$ cat src/rtl/wr_latency_pipe.sv
// rtl/wr_latency_pipe.sv - write-latency shift pipe with RAW hazard detection and forwarding
// One instance per memory port; delays write commands by WR_LATENCY cycles.
module wr_latency_pipe #(
  parameter int DATA_WIDTH = 8,
  parameter int MEM_DEPTH  = 16,
  parameter int ADDR_WIDTH = $clog2(MEM_DEPTH),
  parameter int WR_LATENCY = 1
) (
  input  logic                                           clk,
  input  logic                                           rst,
  input  logic                                           i_en,
  input  logic                                           i_we,
  input  logic [ADDR_WIDTH-1:0]                          i_addr,
  input  logic [DATA_WIDTH+$clog2(DATA_WIDTH)+1+1:1]     i_din,
  input  logic [ADDR_WIDTH-1:0]                          i_rd_addr,
  input  logic                                           i_flush,
  output logic                                           o_en_wr,
  output logic                                           o_we,
  output logic [ADDR_WIDTH-1:0]                          o_addr_wr,
  output logic [DATA_WIDTH+$clog2(DATA_WIDTH)+1+1:1]     o_din,
  output logic [$clog2(WR_LATENCY+1)-1:0]                o_pending,
  output logic                                           o_hazard,
  output logic [DATA_WIDTH+$clog2(DATA_WIDTH)+1+1:1]     o_fwd_data
);

  localparam int PARITY_BITS  = $clog2(DATA_WIDTH) + 1;
  localparam int ENCODED_WORD = DATA_WIDTH + PARITY_BITS;
  localparam int CNT_WIDTH    = $clog2(WR_LATENCY + 1);

  logic [WR_LATENCY-1:0]     st_en;
  logic [WR_LATENCY-1:0]     st_we;
  logic [WR_LATENCY-1:0]     st_valid;
  logic [ADDR_WIDTH-1:0]     st_addr [WR_LATENCY];
  logic [ENCODED_WORD+1:1]   st_din  [WR_LATENCY];

  // Stage 0 is the youngest; flush drops the presented input as well as the stages.
  always_ff @(posedge clk or posedge rst) begin
    if (rst) begin
      st_en    <= '0;
      st_we    <= '0;
      st_valid <= '0;
      for (int k = 0; k < WR_LATENCY; k++) begin
        st_addr[k] <= '0;
        st_din[k]  <= '0;
      end
    end else begin
      st_addr[0] <= i_addr;
      st_din[0]  <= i_din;
      for (int k = 1; k < WR_LATENCY; k++) begin
        st_addr[k] <= st_addr[k-1];
        st_din[k]  <= st_din[k-1];
      end
      if (i_flush) begin
        st_en    <= '0;
        st_we    <= '0;
        st_valid <= '0;
      end else begin
        st_en[0]    <= i_en;
        st_we[0]    <= i_we;
        st_valid[0] <= i_en & i_we;
        for (int k = 1; k < WR_LATENCY; k++) begin
          st_en[k]    <= st_en[k-1];
          st_we[k]    <= st_we[k-1];
          st_valid[k] <= st_valid[k-1];
        end
      end
    end
  end

  assign o_en_wr   = st_en[WR_LATENCY-1];
  assign o_we      = st_we[WR_LATENCY-1];
  assign o_addr_wr = st_addr[WR_LATENCY-1];
  assign o_din     = st_din[WR_LATENCY-1];

  always_comb begin
    o_pending = '0;
    for (int k = 0; k < WR_LATENCY; k++) begin
      o_pending = o_pending + CNT_WIDTH'(st_valid[k]);
    end
  end

  // Scan oldest to youngest so the youngest match overwrites older ones.
  always_comb begin
    o_hazard   = 1'b0;
    o_fwd_data = '0;
    for (int k = WR_LATENCY - 1; k >= 0; k--) begin
      if (st_valid[k] && (st_addr[k] == i_rd_addr)) begin
        o_hazard   = 1'b1;
        o_fwd_data = st_din[k];
      end
    end
  end

endmodule
$ cat config.mk
export PLATFORM = sky130hd
export DESIGN_NAME = wr_latency_pipe
export DESIGN_NICKNAME = d
export VERILOG_FILES = /design/src/rtl/wr_latency_pipe.sv
export SDC_FILE = /design/constraint.sdc
export NUM_CORES = 1
export LEC_CHECK = 0
export CAP_MARGIN = 40
export CORE_UTILIZATION = 29
export DETAILED_ROUTE_END_ITERATION = 8
export HOLD_SLACK_MARGIN = 0.03
export PLACE_DENSITY = 0.87
export SETUP_SLACK_MARGIN = 0.2
export SLEW_MARGIN = 10
export SYNTH_ARGS = -nofsm -noshare
export SYNTH_HDL_FRONTEND = slang
export SYNTH_SLANG_ARGS = --single-unit
export TNS_END_PERCENT = 20
$ cat constraint.sdc
create_clock -name clk -period 1.33 [get_ports clk]
set_clock_uncertainty 0.15 [all_clocks]
set_input_delay 0.266 -clock clk [delete_from_list [all_inputs] [get_ports clk]]
set_output_delay 0.266 -clock clk [all_outputs]
set_load 0.03 [all_outputs]
==> reports/results.txt <==
# hold bufs at CTS -> 0
Floorplan Core Area -> 2477 um^2
Setup-failing EPs final -> 14
Area Overhead vs Synth -> 111.6%
Worst Setup Start Kind -> flop
routing usage on met2 -> 31.22%
Worst Hold Class -> in -> async
RSZ-0062 raised after global routing -> true
Die Wd -> 53.13 um
DRT Pass-1 Iters -> 4
sequential area share after synthesis -> 66.01%
commonest non-fill, non-tap cell in the layout -> buf_6
Worst Path Arrival -> 1.54 ns
VDD IR max -> 0.6720 mV
Unique masters post-synth -> 13
Sink Count -> 20
Inserted Clock Buffers -> 3
clock root buffer -> clkbuf_4
Slew Limit Fails -> 0
M1 GR Usage -> 16.97%
xor/xnor share of the synthesized area -> 3.465%
# nets final -> 152
CTS tree -> done
Setup CP Type -> reg -> out
max_cap viols -> 0
Warnings, synthesis -> 0
largest family of logic cells by synthesized area -> simple AND/OR/NAND/NOR gates
clock-pin slew on the worst setup and hold paths -> 0.11 ns
Synth Area per Inst -> 12.64 um^2
Synth top area share -> 66.01%
register area -> 505.5 um^2
syn_nets -> 86
Final Wtd Congestion -> 0.7724
Flop pwr share -> 49.9%
total internal power -> 966.8 uW
status -> complete, but fails checks
Worst Tran Pin Value -> 0.2447 ns
Simple-Gate Fraction of Synth Area -> 21.12%
via count -> 667
Synth Area in Compound Gates -> 0%
Crit Path Max Fanout -> 4
share of post-route cells with drive strength above 1 -> 52.00%
grt ovf -> 0
Fin Setup TNS -> -8.153 ns
GR Layer Usage met3 -> 3.161%
synth top area cells -> dfrtp_1 66%, nor3_2 12%, inv_1 6.9%, xnor2_1 3.5%, nor3_1 2.6%
die area -> 2823 um^2
DRT iter0 DRCs -> 5
relative slew slack -> 83.69%
initial antenna violation count -> 0
Worst Setup Slack, final -> -0.6216 ns
Initial Util -> 30.61%
multiplexer share of the synthesized area -> 0%
IO Port Bufs -> 59
Place WS -> -0.6430 ns
f_max -> 0.5124 GHz
row count -> 18
GRT Resource Usage Total -> 16.77%
synthesized instance count -> 60
Yosys reg bits -> 20
WP data required -> 0.91 ns
Fillers -> 188
Detailed Route WL -> 1976 um
period utilisation layout -> 146.7%
remaining antenna violation count -> 0
pwr/cell area -> 831.4 nW/um^2
dominant cell type by area after synthesis -> dfrtp_1
vias in the first global route -> 737
Netlist Area Pre-Place -> 758.2 um^2
Worst setup EP type -> primary output
clock group share of total power -> 25.5%
area of the multi-input gates -> 306.5 um^2
Comb pwr share -> 24.6%
global-route wire length before repair -> 3312 um
Adder-Cell Fraction of Synth Area -> 0%
HPWL after DPL -> 1652 um
largest net degree at the start of global routing -> 21
per-cell routed wire length -> 12.75 um
Final Power -> 1.334 mW
Fin Hold WS -> 0.1272 ns
Post-DP Area -> 1456 um^2
Final min period -> 1.952 ns
GR peak layer -> met2
switching power -> 366.8 uW
Leak -> 0.7769 nW
Ant. Diodes -> 0
Hold Fails Final Rpt -> 0
switching share of power -> 27.51%
failing checks -> setup timing
Post-CTS Setup Bufs -> 0
post-route DRC violation count -> 0
die height -> 53.13 um
commonest non-fill, non-tap cells in the layout -> 29 x buf_6, 22 x clkdlybuf4s50_1, 16 x dfrtp_1
final instance area -> 1604 um^2
H-tree depth -> 1
Avg Vias per Cell -> 4.303
buffer depth of the longest clock path -> 2
# IOs -> 60
per-stage QoR:
step,cells,util (%)
global placement,151,58.79
floorplan,60,-
detailed placement,151,58.79
CTS,155,63.74
global route,155,64.75
finish,155,64.75
cells in the mapped netlist:
| cell | number |
|---|---|
| xnor2_1 | 3 |
| nor2_1 | 1 |
| nand3_2 | 1 |
| nor3_2 | 9 |
| inv_1 | 14 |
| nor3_1 | 4 |
| nand3_1 | 1 |
| buf_4 | 1 |
| buf_6 | 1 |
| and2_1 | 1 |
| nand2b_1 | 2 |
| dfrtp_1 | 20 |
| nor2b_1 | 2 |
worst max-delay path, stage by stage (launching register included):
cell and delay, ns:
dfrtp_2 0.45, xnor2_2 0.17, nand3_4 0.14, buf_4 0.18, nor3_2 0.11, buf_4 0.19
power groups by stage:
stage                     clock network (mW)  registers [mW]  logic, mW
final                                  0.340           0.665      0.329
after global routing                   0.378           0.670      0.348
after CTS                              0.350           0.664      0.325
after detailed placement                   0           0.672      0.314
after global placement                     0           0.669      0.307
after floorplan                            0           0.732      0.104
final timing paths:
kind	to	slack (ns)	cells past startpoint	from
max	o_fwd_data[1]	-0.62	5	o_addr_wr[3]$_DFF_PP0_
min	o_din[1]$_DFF_PP0_	0.13	3	rst
max in group asynchronous	o_addr_wr[2]$_DFF_PP0_	0.69	3	rst
min in group clk	o_addr_wr[0]$_DFF_PP0_	0.24	1	i_addr[0]
state kept, by name, indices dropped and copies added, names as in the netlist:
name	flops
o_we	1
st_valid	1
o_addr_wr	4
o_din	13
o_en_wr	1
cell families after synthesis:
family	after synthesis
buf+inv	16
flops	20
simple gates	21
xor+xnor	3
area by class of cell:
type,count,area share (%)
clock buffers,4,2.262
inverters,14,3.276
multi-input cells,24,19.11
flip-flops and latches,20,31.51
well taps,30,2.340
repair buffers,63,41.50
metal layers:
layer	vias to the layer above	part of all wire, %
li1	311	-
met1	329	32
met2	23	63
met5	-	0
met4	0	1.6
met3	4	4.0
repair_timing:
action | CTS | global route
endpoints found under the hold margin | 0 | 0
pin swaps | 1 | 0
gates resized for setup | 27 | 6
setup endpoints to repair | 34 | 34
Power figures use the tool's default switching activity.
